==> src/rtl/balance_display_mux.sv <==
// Balance display multiplexer.
//
// Selects one of NCH unsigned balance channels and shows it in hex on an
// 8-digit, time-multiplexed, active-low 7-segment display. The channel is
// stepped by debounced up/down buttons or by an optional auto-scroll timer.
// The displayed value comes from a shadow register, so a whole frame always
// shows one coherent value.
//
// Ports:
//   clk          system clock, all state on rising edge
//   rst_n        asynchronous active-low reset
//   btn_up_i     debounced level, rising edge selects the next channel
//   btn_down_i   debounced level, rising edge selects the previous channel
//   mode_auto_i  1 = auto-scroll through the channels
//   balances_i   channel k at bits [k*DW +: DW]
//   an_o         digit enables, active-low, one-hot or all-high
//   seg_o        segments {g,f,e,d,c,b,a}, active-low
//   chan_sel_o   currently displayed channel index
module balance_display_mux #(
  parameter int unsigned NCH      = 5,
  parameter int unsigned DW       = 32,
  parameter int unsigned SCAN_DIV = 100000,
  parameter int unsigned AUTO_DIV = 200000000,
  parameter int unsigned LZB      = 1,
  localparam int unsigned CW      = (NCH > 1) ? $clog2(NCH) : 1
) (
  input  logic                clk,
  input  logic                rst_n,
  input  logic                btn_up_i,
  input  logic                btn_down_i,
  input  logic                mode_auto_i,
  input  logic [NCH*DW-1:0]   balances_i,
  output logic [7:0]          an_o,
  output logic [6:0]          seg_o,
  output logic [CW-1:0]       chan_sel_o
);

  localparam int unsigned NDIG = (DW + 3) / 4;
  localparam int unsigned SW   = $clog2(SCAN_DIV);
  localparam int unsigned AW   = $clog2(AUTO_DIV);

  localparam logic [CW-1:0] ChanMax  = CW'(NCH - 1);
  localparam logic [SW-1:0] ScanLast = SW'(SCAN_DIV - 1);
  localparam logic [AW-1:0] AutoLast = AW'(AUTO_DIV - 1);

  // Hex digit to active-low {g,f,e,d,c,b,a}.
  function automatic logic [6:0] hex_seg(input logic [3:0] nib);
    logic [6:0] s;
    unique case (nib)
      4'h0: s = 7'b1000000;
      4'h1: s = 7'b1111001;
      4'h2: s = 7'b0100100;
      4'h3: s = 7'b0110000;
      4'h4: s = 7'b0011001;
      4'h5: s = 7'b0010010;
      4'h6: s = 7'b0000010;
      4'h7: s = 7'b1111000;
      4'h8: s = 7'b0000000;
      4'h9: s = 7'b0010000;
      4'hA: s = 7'b0001000;
      4'hB: s = 7'b0000011;
      4'hC: s = 7'b1000110;
      4'hD: s = 7'b0100001;
      4'hE: s = 7'b0000110;
      4'hF: s = 7'b0001110;
    endcase
    return s;
  endfunction

  // ---------------------------------------------------------------------------
  // State
  // ---------------------------------------------------------------------------
  logic          btn_up_q, btn_down_q;
  logic [CW-1:0] chan_q, chan_d;
  logic [AW-1:0] auto_q, auto_d;
  logic          reload_q, reload_d;
  logic [SW-1:0] scan_q, scan_d;
  logic [2:0]    dig_q, dig_d;
  logic [DW-1:0] shadow_q, shadow_d;
  logic [7:0]    an_q, an_d;
  logic [6:0]    seg_q, seg_d;

  // ---------------------------------------------------------------------------
  // Channel selection
  // ---------------------------------------------------------------------------
  logic          up_edge, down_edge, up_step, down_step, auto_tick;
  logic [CW-1:0] chan_inc, chan_dec;

  always_comb begin
    up_edge   = btn_up_i & ~btn_up_q;
    down_edge = btn_down_i & ~btn_down_q;
    // Simultaneous up and down edges cancel each other out.
    up_step   = up_edge & ~down_edge;
    down_step = down_edge & ~up_edge;
    auto_tick = mode_auto_i && (auto_q == AutoLast);

    chan_inc = (chan_q == ChanMax) ? '0 : chan_q + CW'(1);
    chan_dec = (chan_q == '0) ? ChanMax : chan_q - CW'(1);

    // A tick together with an up step counts once; with a down step they
    // cancel.
    chan_d = chan_q;
    if (up_step || (auto_tick && !down_step)) begin
      chan_d = chan_inc;
    end else if (down_step && !auto_tick) begin
      chan_d = chan_dec;
    end

    // Any accepted button step restarts the auto-scroll interval.
    auto_d = auto_q + AW'(1);
    if (up_step || down_step || !mode_auto_i || auto_tick) begin
      auto_d = '0;
    end

    reload_d = (chan_d != chan_q);
  end

  // ---------------------------------------------------------------------------
  // Scan and shadow register
  // ---------------------------------------------------------------------------
  logic [DW-1:0] chan_bal;

  always_comb begin
    chan_bal = '0;
    for (int unsigned k = 0; k < NCH; k++) begin
      if (chan_q == CW'(k)) begin
        chan_bal = balances_i[k*DW +: DW];
      end
    end
  end

  always_comb begin
    scan_d   = scan_q;
    dig_d    = dig_q;
    shadow_d = shadow_q;
    if (reload_q) begin
      // New channel (or first cycle after reset): restart the frame on it.
      scan_d   = '0;
      dig_d    = '0;
      shadow_d = chan_bal;
    end else if (scan_q == ScanLast) begin
      scan_d = '0;
      dig_d  = dig_q + 3'd1;
      // Refresh the shadow only at frame boundaries so a frame never tears.
      if (dig_q == 3'd7) begin
        shadow_d = chan_bal;
      end
    end else begin
      scan_d = scan_q + SW'(1);
    end
  end

  // ---------------------------------------------------------------------------
  // Digit decode
  // ---------------------------------------------------------------------------
  logic [31:0] shadow_ext;
  logic [3:0]  nibble;
  logic        upper_zero;
  logic        blank;

  always_comb begin
    shadow_ext           = '0;
    shadow_ext[DW-1:0]   = shadow_q;
    nibble               = shadow_ext[{dig_q, 2'b00} +: 4];
    // All nibbles at or above the current digit are zero.
    upper_zero           = ((shadow_ext >> {dig_q, 2'b00}) == 32'd0);
    blank = ({29'd0, dig_q} >= NDIG) ||
            ((LZB != 0) && (dig_q != 3'd0) && upper_zero);

    an_d  = 8'hFF;
    seg_d = 7'h7F;
    if (!blank) begin
      an_d  = ~(8'd1 << dig_q);
      seg_d = hex_seg(nibble);
    end
  end

  // ---------------------------------------------------------------------------
  // Registers
  // ---------------------------------------------------------------------------
  always_ff @(posedge clk or negedge rst_n) begin
    if (!rst_n) begin
      // Buttons reset high so a button held through reset gives no edge.
      btn_up_q   <= 1'b1;
      btn_down_q <= 1'b1;
      chan_q     <= '0;
      auto_q     <= '0;
      // Forces a shadow load from channel 0 right after reset release.
      reload_q   <= 1'b1;
      scan_q     <= '0;
      dig_q      <= '0;
      shadow_q   <= '0;
      an_q       <= 8'hFF;
      seg_q      <= 7'h7F;
    end else begin
      btn_up_q   <= btn_up_i;
      btn_down_q <= btn_down_i;
      chan_q     <= chan_d;
      auto_q     <= auto_d;
      reload_q   <= reload_d;
      scan_q     <= scan_d;
      dig_q      <= dig_d;
      shadow_q   <= shadow_d;
      an_q       <= an_d;
      seg_q      <= seg_d;
    end
  end

  assign an_o       = an_q;
  assign seg_o      = seg_q;
  assign chan_sel_o = chan_q;

endmodule

==> config.mk <==
export PLATFORM = sky130hd
export DESIGN_NAME = balance_display_mux
export DESIGN_NICKNAME = d
export VERILOG_FILES = /design/src/rtl/balance_display_mux.sv
export SDC_FILE = /design/constraint.sdc
export NUM_CORES = 1
export LEC_CHECK = 0
export BUFFER_PORTS_ARGS = -buffer_cell sky130_fd_sc_hd__buf_2
export CELL_PAD_IN_SITES_DETAIL_PLACEMENT = 1
export CELL_PAD_IN_SITES_GLOBAL_PLACEMENT = 2
export CORE_ASPECT_RATIO = 2
export CORE_MARGIN = 2
export CORE_UTILIZATION = 33
export CTS_CLUSTER_DIAMETER = 40
export DETAILED_ROUTE_END_ITERATION = 8
export PLACE_DENSITY = 0.83
export SYNTH_ARGS = -nofsm -noshare
export SYNTH_HDL_FRONTEND = slang
export SYNTH_SLANG_ARGS = --single-unit
==> constraint.sdc <==
create_clock -name clk -period 4.3 [get_ports clk]
set_input_delay 0.43 -clock clk [delete_from_list [all_inputs] [get_ports clk]]
set_output_delay 0.43 -clock clk [all_outputs]
set_load 0.02 [all_outputs]
==> impl_metrics.env, run 1 <==
export IMPL_status="completed"
export IMPL_required_ns=4.57
export IMPL_grt_overflow_total=0
export IMPL_synth_cell_types=58
export IMPL_avgSynthCellArea_sq_um=8.72
export IMPL_drtIter0Drc=273
export IMPL_worstSetupPathType="reg2reg"
export IMPL_setup_viol=0
export IMPL_ys_ff_latch=101
export IMPL_rsz0062_at_grt="false"
export IMPL_h_tree_depth=3
export IMPL_yosys_area_share_simple=0.216
export IMPL_arrival_ns=3.31
export IMPL_power_density_nw_per_um2=502
export IMPL_peakVddDrop_mv=0.243
export IMPL_yosysTopAreaCell="dfrtp_1"
export IMPL_place_congestion=0.825
export IMPL_ys_seq_area_frac=0.399
export IMPL_clock_latency_ns=0.36
export IMPL_num_vias=6197
export IMPL_synth_edf_count=0
export IMPL_max_cap_violations=0
export IMPL_crit_fanout=21
export IMPL_wl_met1_mm=7.81
export IMPL_fp_dieH_um=201
export IMPL_grt_max_degree=75
export IMPL_final_core_util=0.408
export IMPL_port_buffer_count=182
export IMPL_route_detailed_drc=0
export IMPL_cts_resized=0
export IMPL_rows=72
export IMPL_hold_buffers=0
export IMPL_slew_viol_final=0
export IMPL_max_freq_mhz=329
export IMPL_r2r_start="chan_sel_o[0]"
export IMPL_skew_ns=0.0116
export IMPL_fin_tns_setup_ns=0
export IMPL_initial_core_util=0.333
export IMPL_ant_nets=0
export IMPL_highest_signal_layer="met4"
export IMPL_post_route_period_util=0.707
export IMPL_ff2ff_setup_slack_ns=1.26
export IMPL_grt_pass1_wl_mm=35.2
export IMPL_crit_path_start="chan_sel_o[0]"
export IMPL_drive_gt1_frac=0.276
export IMPL_cts_buffers=9
export IMPL_cts_tree="done"
export IMPL_synth_area_sq_um=6390
export IMPL_synth_fa_ha_area_frac=0.0431
export IMPL_drtPass1Iterations=5
export IMPL_worstMarginPinSlew_ns=1.14
export IMPL_clk_pin_slew_ns=0.07
export IMPL_synth_top_family_by_area="simple AND/OR/NAND/NOR gates"
export IMPL_min_path_type="in2reg"
export IMPL_fin_nets=1071
export IMPL_ys_flop_type="dfrtp_1"
export IMPL_final_hold_violation_count=0
export IMPL_core_sq_um=19200
export IMPL_pin_count=183
export IMPL_hold_start="btn_down_i"
export IMPL_synth_compound_area_frac=0.199
export IMPL_yosys_top_cells_area="dfrtp_1 (33%), dfstp_2 (7.4%), nor2_1 (6.0%)"
export IMPL_yosys_area_top_type_share=0.325
export IMPL_wl_per_cell_um=18.9
export IMPL_cp_start_kind="flip-flop"
export IMPL_syn_nets=920
export IMPL_synthMuxAreaShare=0.0413
export IMPL_hpwl_mm=17.1
export IMPL_clockBufferDepth=2
export IMPL_insertedDiodeCount=0
export IMPL_dr_wl_met3_um=596
export IMPL_area_growth_pct=22.6
export IMPL_clkSinkCount=101
export IMPL_met2WireLength_mm=12.7
export IMPL_async_flop_share=1.00
export IMPL_ctsRootBufferMaster="clkbuf_16"
export IMPL_routed_wl_mm=21.7
export IMPL_dieWidth_um=102
export IMPL_yosysWarnings=0
export IMPL_syn_inst=733
export IMPL_p_leak_nw=3.35
export IMPL_viasPerCell=5.40
export IMPL_cts_setup_buffers=0
export IMPL_slew_headroom=0.236
export IMPL_grt_pass1_vias=6658
export IMPL_die_area_sq_um=20600
export IMPL_synth_xor_xnor_area_share=0.0590
export IMPL_antenna_found_initial=0
export IMPL_grt_usage=0.220
export IMPL_finalCriticalPeriod_ns=3.04
export IMPL_end_kind="flip-flop"
## synthesized netlist by cell type (11+ instances only)
cell / count
ha_1: 22
xnor2_1: 17
nor4_1: 12
o311ai_0: 33
nand4_1: 11
nor2_1: 102
nor3_1: 14
a221oi_1: 35
clkbuf_1: 39
xor2_1: 26
nand2_1: 92
nand3_1: 31
o21ai_0: 76
dfstp_2: 18
dfrtp_1: 83
inv_1: 17
## worst max-delay path, stage by stage (launching register included)
cell and delay [ns]:
dfrtp_1 0.46, inv_1 0.13, ha_1 0.26, nor3b_2 0.72
buf_12 0.25, a221oi_1 0.09, o311ai_0 0.60, o21ai_0 0.22
o21ai_0 0.20
## metrics by stage
stage / area, sq um / hold slack [ns] / cells / power (mW) / setup slack [ns]
after floorplan: 6390 / 0.134 / 733 / 2.47 / 1.70
after global placement: 7520 / 0.502 / 1132 / 3.07 / 1.40
after detailed placement: 7520 / 0.515 / 1132 / 3.10 / 1.30
after CTS: 7840 / 0.164 / 1148 / 3.99 / 1.26
after global routing: 7840 / 0.166 / 1148 / 4.25 / 1.06
final: 7840 / 0.176 / 1148 / 3.93 / 1.26
## cell type report
type / instances / area, sq um
clock buffer: 11 / 253
inverter: 18 / 67.6
sequential: 101 / 2550
fill: 2345 / 11400
timing repair buffer: 190 / 986
multi-input combinational: 564 / 3590
clock inverter: 5 / 66.3
tap: 259 / 324
## logic make-up (layout without fill, tap and decap cells)
kind of cell,Yosys count,in the layout
simple gates,301,301
mux,16,16
compound gates,182,182
fa+ha+maj,22,22
xor+xnor,43,43
buf+inv,68,224
flops,101,101
## layout by cell type, fill, tap and decap left out, types with 5 or more instances in the layout
cell / instances
nor3_1: 14
nand3_1: 31
dfstp_2: 18
and3_1: 9
xnor2_1: 17
ha_1: 21
nand4_1: 11
nand2_1: 91
a221oi_1: 35
a21oi_1: 8
xor2_1: 26
clkbuf_16: 9
buf_2: 181
inv_1: 17
mux4_2: 7
o311ai_0: 33
nor2_1: 102
mux2i_1: 5
nand2b_1: 7
buf_4: 8
and4_1: 5
o21ai_0: 76
nor4_1: 12
dfrtp_1: 83
## metal layers
layer  vias to the layer above  global-route usage
met4                         0              0.0776
met3                        35              0.0292
met5                         -                   0
li1                       2975                   -
met2                       153               0.426
met1                      3034               0.234
## registers in the layout, summed over array words and instances (netlist names)
| register | count |
|---|---|
| shadow_ext | 32 |
| auto_q | 28 |
| scan_q | 17 |
| an_o | 8 |
| seg_o | 7 |
| chan_sel_o | 3 |
| dig_q | 3 |
| btn_down_q | 1 |
| btn_up_q | 1 |
| reload_q | 1 |
## path summary, 6_finish.rpt
kind,to,cells after the start
max,shadow_ext[13],8
min,btn_down_q,1
max reg2reg,shadow_ext[13],8
min reg2reg,shadow_ext[3],2
max in group asynchronous,seg_o[0],2
min in group asynchronous,scan_q[7],1
## power by group
part           leakage [nW]  switching [mW]  total (mW)  internal, mW
combinational          1.90           0.992        1.66         0.670
sequential             1.30           0.253        1.40          1.15
clock                 0.154           0.376       0.867         0.491
total                  3.35            1.62        3.93          2.31
Power figures use the tool's default switching activity.
==> run 2, diff against run 1 <==
CORE_UTILIZATION = 31   (was 33)
PLACE_DENSITY = 0.78   (was 0.83)
clock period = 3 ns   (was 4.3 ns; I/O delays follow)
==> impl_metrics.env, run 2 (synthesis gave the netlist of run 1 again) <==
export IMPL_p_leak_nw=3.43
export IMPL_pin_count=183
export IMPL_switchingPower_mw=2.38
export IMPL_drive_gt1_frac=0.288
export IMPL_drtPass1Iterations=4
export IMPL_skew_ns=0.0108
export IMPL_violations="negative hold slack"
export IMPL_swShare=0.415
export IMPL_grt_pass1_vias=6858
export IMPL_clock_latency_ns=0.35
export IMPL_fin_nets=1088
export IMPL_slew_viol_final=0
export IMPL_die_area_sq_um=21800
export IMPL_clk_pin_slew_ns=0.07
export IMPL_intPower_mw=3.35
export IMPL_routed_wl_mm=22.7
export IMPL_port_buffer_count=182
export IMPL_grt_usage=0.211
export IMPL_route_detailed_drc=0
export IMPL_h_tree_depth=3
export IMPL_antenna_found_initial=3
export IMPL_cts_setup_buffers=0
export IMPL_mostFrequentLayoutCells="buf_2 (181), nor2_1 (102), nand2_1 (91), dfrtp_1 (83), o21ai_0 (76)"
export IMPL_wl_per_cell_um=19.3
export IMPL_place_congestion=0.852
export IMPL_hold_buffers=0
export IMPL_viasPerCell=5.32
export IMPL_ant_nets=0
export IMPL_power_frac_clock=0.206
export IMPL_num_vias=6250
export IMPL_post_route_period_util=0.910
export IMPL_final_hold_violation_count=1
export IMPL_ff2ff_setup_slack_ns=0.27
export IMPL_grt_max_degree=65
export IMPL_power_density_nw_per_um2=716
export IMPL_area_growth_pct=25.2
export IMPL_rsz0062_at_grt="false"
export IMPL_clkSinkCount=101
export IMPL_min_path_type="in2async"
export IMPL_cts_tree="done"
export IMPL_peakVddDrop_mv=0.587
export IMPL_grt_pass1_wl_mm=36.0
export IMPL_arrival_ns=2.98
export IMPL_fin_ws_ns=0.269
export IMPL_initial_core_util=0.314
export IMPL_required_ns=3.25
export IMPL_drtIter0Drc=301
export IMPL_final_common_cell="buf_2"
export IMPL_power_frac_seq=0.344
export IMPL_fin_hold_ws_ns=-0.0000761
export IMPL_setup_viol=0
export IMPL_ctsRootBufferMaster="clkbuf_16"
export IMPL_clockBufferDepth=2
export IMPL_dpl_worst_slack_ns=0.265
export IMPL_cts_buffers=9
export IMPL_worstMarginPinSlew_ns=0.802
export IMPL_max_freq_mhz=366
export IMPL_end_kind="flip-flop"
export IMPL_fin_tns_setup_ns=0
export IMPL_dpl_cell_area_sq_um=7700
export IMPL_rows=74
export IMPL_cts_resized=0
export IMPL_total_power_mw=5.73
export IMPL_max_cap_violations=0
export IMPL_fp_dieH_um=207
export IMPL_final_area_sq_um=8000
export IMPL_core_sq_um=20400
export IMPL_cp_start_kind="flip-flop"
export IMPL_hpwl_mm=18.3
export IMPL_status="finished with violations"
export IMPL_worstSetupPathType="reg2reg"
export IMPL_slew_headroom=0.461
export IMPL_power_frac_comb=0.451
export IMPL_finalCriticalPeriod_ns=2.73
export IMPL_largest_register_ffs=32
export IMPL_grt_overflow_total=0
export IMPL_crit_fanout=11
export IMPL_dieWidth_um=106
==> run 2: critical path, cell delays in order, from the launching register on <==
cell      delay [ns]
dfrtp_1         0.51
buf_4           0.26
mux4_2          0.51
nand2_1         0.08
nand2_1         0.15
inv_1           0.15
ha_1            0.24
nand4b_1        0.12
a211o_1         0.42
o311ai_0        0.17
==> run 2: metrics by stage <==
stage,cells,utilization
global placement,1156,0.378
floorplan,733,-
detailed placement,1156,0.378
CTS,1171,0.392
global route,1174,0.393
finish,1174,0.393
==> run 2: power groups by stage <==
| stage | Clock (mW) | Combinational (mW) | Sequential, mW |
|---|---|---|---|
| final | 1.18 | 2.58 | 1.97 |
| after global routing | 1.27 | 2.93 | 2.01 |
| after CTS | 1.20 | 2.63 | 1.97 |
| after detailed placement | 0 | 2.62 | 1.99 |
| after global placement | 0 | 2.58 | 1.98 |
| after floorplan | 0 | 1.59 | 1.94 |
==> run 2: final cells by class <==
class	instances	area (sq um)
fillers	2528	12400
flip-flops and latches	101	2550
multi-input cells	564	3590
repair buffers	207	1160
diodes	3	7.51
clock buffers	9	225
inverters	18	67.6
well taps	266	333
clock inverters	6	65.1
==> run 2: worst paths after layout <==
kind | start | end | cells after the start
worst max-delay path | dig_q[0] | seg_o[1] | 9
worst min-delay path | rst_n | scan_q[7] | 1
worst max register to register | dig_q[0] | seg_o[1] | 9
worst min register to register | shadow_ext[2] | shadow_ext[2] | 2
max in group asynchronous | rst_n | shadow_ext[5] | 2
min in group clk | btn_down_i | btn_down_q | 1
==> run 2: per-layer routing <==
| metal | up-vias | part of all wire | GRT usage |
|---|---|---|---|
| li1 | 3007 | - | - |
| met1 | 3042 | 0.35 | 0.207 |
| met2 | 147 | 0.58 | 0.412 |
| met3 | 54 | 0.027 | 0.0267 |
| met4 | 0 | 0.049 | 0.118 |
| met5 | - | 0 | 0 |
==> run 3, diff against run 2 <==
GPL_ROUTABILITY_DRIVEN = 0   (was default)
clock period = 2.9 ns   (was 3 ns; I/O delays follow)
==> impl_metrics.env, run 3 (synthesis gave the netlist of run 1 again) <==
export IMPL_grt_overflow_total=0
export IMPL_max_cap_violations=0
export IMPL_final_hold_violation_count=23
export IMPL_power_density_nw_per_um2=748
export IMPL_mostFrequentLayoutCells="buf_2 (181), nor2_1 (102), nand2_1 (91), dfrtp_1 (82), o21ai_0 (76)"
export IMPL_r2r_cells=9
export IMPL_finalCriticalPeriod_ns=2.71
export IMPL_die_area_sq_um=21800
export IMPL_end_kind="flip-flop"
export IMPL_final_common_cell="buf_2"
export IMPL_hpwl_mm=18.3
export IMPL_grt_usage=0.212
export IMPL_grt_pass1_vias=6868
export IMPL_grt_max_degree=65
export IMPL_largest_register_ffs=32
export IMPL_wl_per_cell_um=19.3
export IMPL_pin_count=183
export IMPL_crit_fanout=11
export IMPL_grt_pass1_wl_mm=36.4
export IMPL_worstMarginPinSlew_ns=0.735
export IMPL_fin_nets=1095
export IMPL_port_buffer_count=182
export IMPL_slew_headroom=0.506
export IMPL_cts_buffers=9
export IMPL_required_ns=3.12
export IMPL_area_growth_pct=26.1
export IMPL_hold_buffers=0
export IMPL_cts_tree="done"
export IMPL_clock_latency_ns=0.36
export IMPL_fin_hold_ws_ns=-0.0371
export IMPL_ctsRootBufferMaster="clkbuf_16"
export IMPL_ant_nets=0
export IMPL_h_tree_depth=3
export IMPL_setup_viol=0
export IMPL_dpl_worst_slack_ns=0.0875
export IMPL_rows=74
export IMPL_arrival_ns=2.94
export IMPL_drive_gt1_frac=0.295
export IMPL_slew_viol_final=0
export IMPL_dpl_cell_area_sq_um=7730
export IMPL_viasPerCell=5.34
export IMPL_status="finished with violations"
export IMPL_clockBufferDepth=2
export IMPL_rsz0062_at_grt="false"
export IMPL_drtPass1Iterations=4
export IMPL_antenna_found_initial=2
export IMPL_fin_tns_setup_ns=0
export IMPL_clkSinkCount=101
export IMPL_max_freq_mhz=368
export IMPL_cts_setup_buffers=0
export IMPL_route_detailed_drc=0
export IMPL_total_power_mw=6.03
export IMPL_post_route_period_util=0.936
export IMPL_r2r_start="dig_q[0]"
export IMPL_peakVddDrop_mv=0.322
export IMPL_cp_start_kind="flip-flop"
export IMPL_violations="negative hold slack"
export IMPL_final_area_sq_um=8060
export IMPL_reg2reg_to="seg_o[1]"
export IMPL_drtIter0Drc=238
export IMPL_p_leak_nw=3.48
export IMPL_dieWidth_um=106
export IMPL_min_path_type="in2async"
export IMPL_skew_ns=0.0160
export IMPL_fin_ws_ns=0.186
export IMPL_core_sq_um=20400
export IMPL_clk_pin_slew_ns=0.08
export IMPL_num_vias=6307
export IMPL_worstSetupPathType="reg2reg"
export IMPL_initial_core_util=0.314
export IMPL_fp_dieH_um=207
export IMPL_routed_wl_mm=22.8
export IMPL_ff2ff_setup_slack_ns=0.19
export IMPL_cts_resized=0
-- run 3: cell type report --
| type | instances | area, sq um |
|---|---|---|
| timing repair buffer | 214 | 1190 |
| fill | 2516 | 12300 |
| tap | 266 | 333 |
| clock buffer | 10 | 229 |
| sequential | 101 | 2550 |
| inverter | 18 | 67.6 |
| clock inverter | 6 | 93.8 |
| multi-input combinational | 564 | 3590 |
| antenna | 2 | 5.00 |
-- run 3: worst max-delay path by stage --
stage / start / slack (ns) / cells after the start / end
floorplan: dig_q[1] / 0.30 / 10 / seg_o[2]
global placement: dig_q[0] / 0.18 / 9 / seg_o[1]
CTS: dig_q[0] / 0.06 / 9 / seg_o[1]
global route: dig_q[0] / 0.01 / 9 / seg_o[1]
finish: dig_q[0] / 0.19 / 9 / seg_o[1]
detailed placement: dig_q[0] / 0.09 / 9 / seg_o[1]
-- run 3: worst max-delay path: stages, from the launching register on --
cell and delay (ns):
dfrtp_2 0.49, buf_4 0.22, mux4_2 0.52, nand2_1 0.08, nand2_1 0.14, inv_1 0.15
ha_1 0.23, nand4b_1 0.11, a211o_1 0.41, o311ai_0 0.20
-- run 3: per-stage QoR --
stage          instances  utilization
2_1_floorplan        733            -
3_3_place_gp        1163        0.379
3_5_place_dp        1163        0.379
4_1_cts             1179        0.395
5_1_grt             1181        0.396
6_report            1181        0.396
-- run 3: metal layers --
metal,wire [um],share of wire,GRT usage
met5,0,0,0
met1,7910,0.35,0.215
met3,578,0.025,0.0189
met4,674,0.030,0.0794
met2,13600,0.60,0.432
-- run 3: report_power, final --
part           total, mW  internal [mW]  switching, mW
Sequential          2.03           1.70          0.323
Combinational       2.67           1.09           1.58
Clock               1.33          0.765          0.563
Total               6.03           3.56           2.47
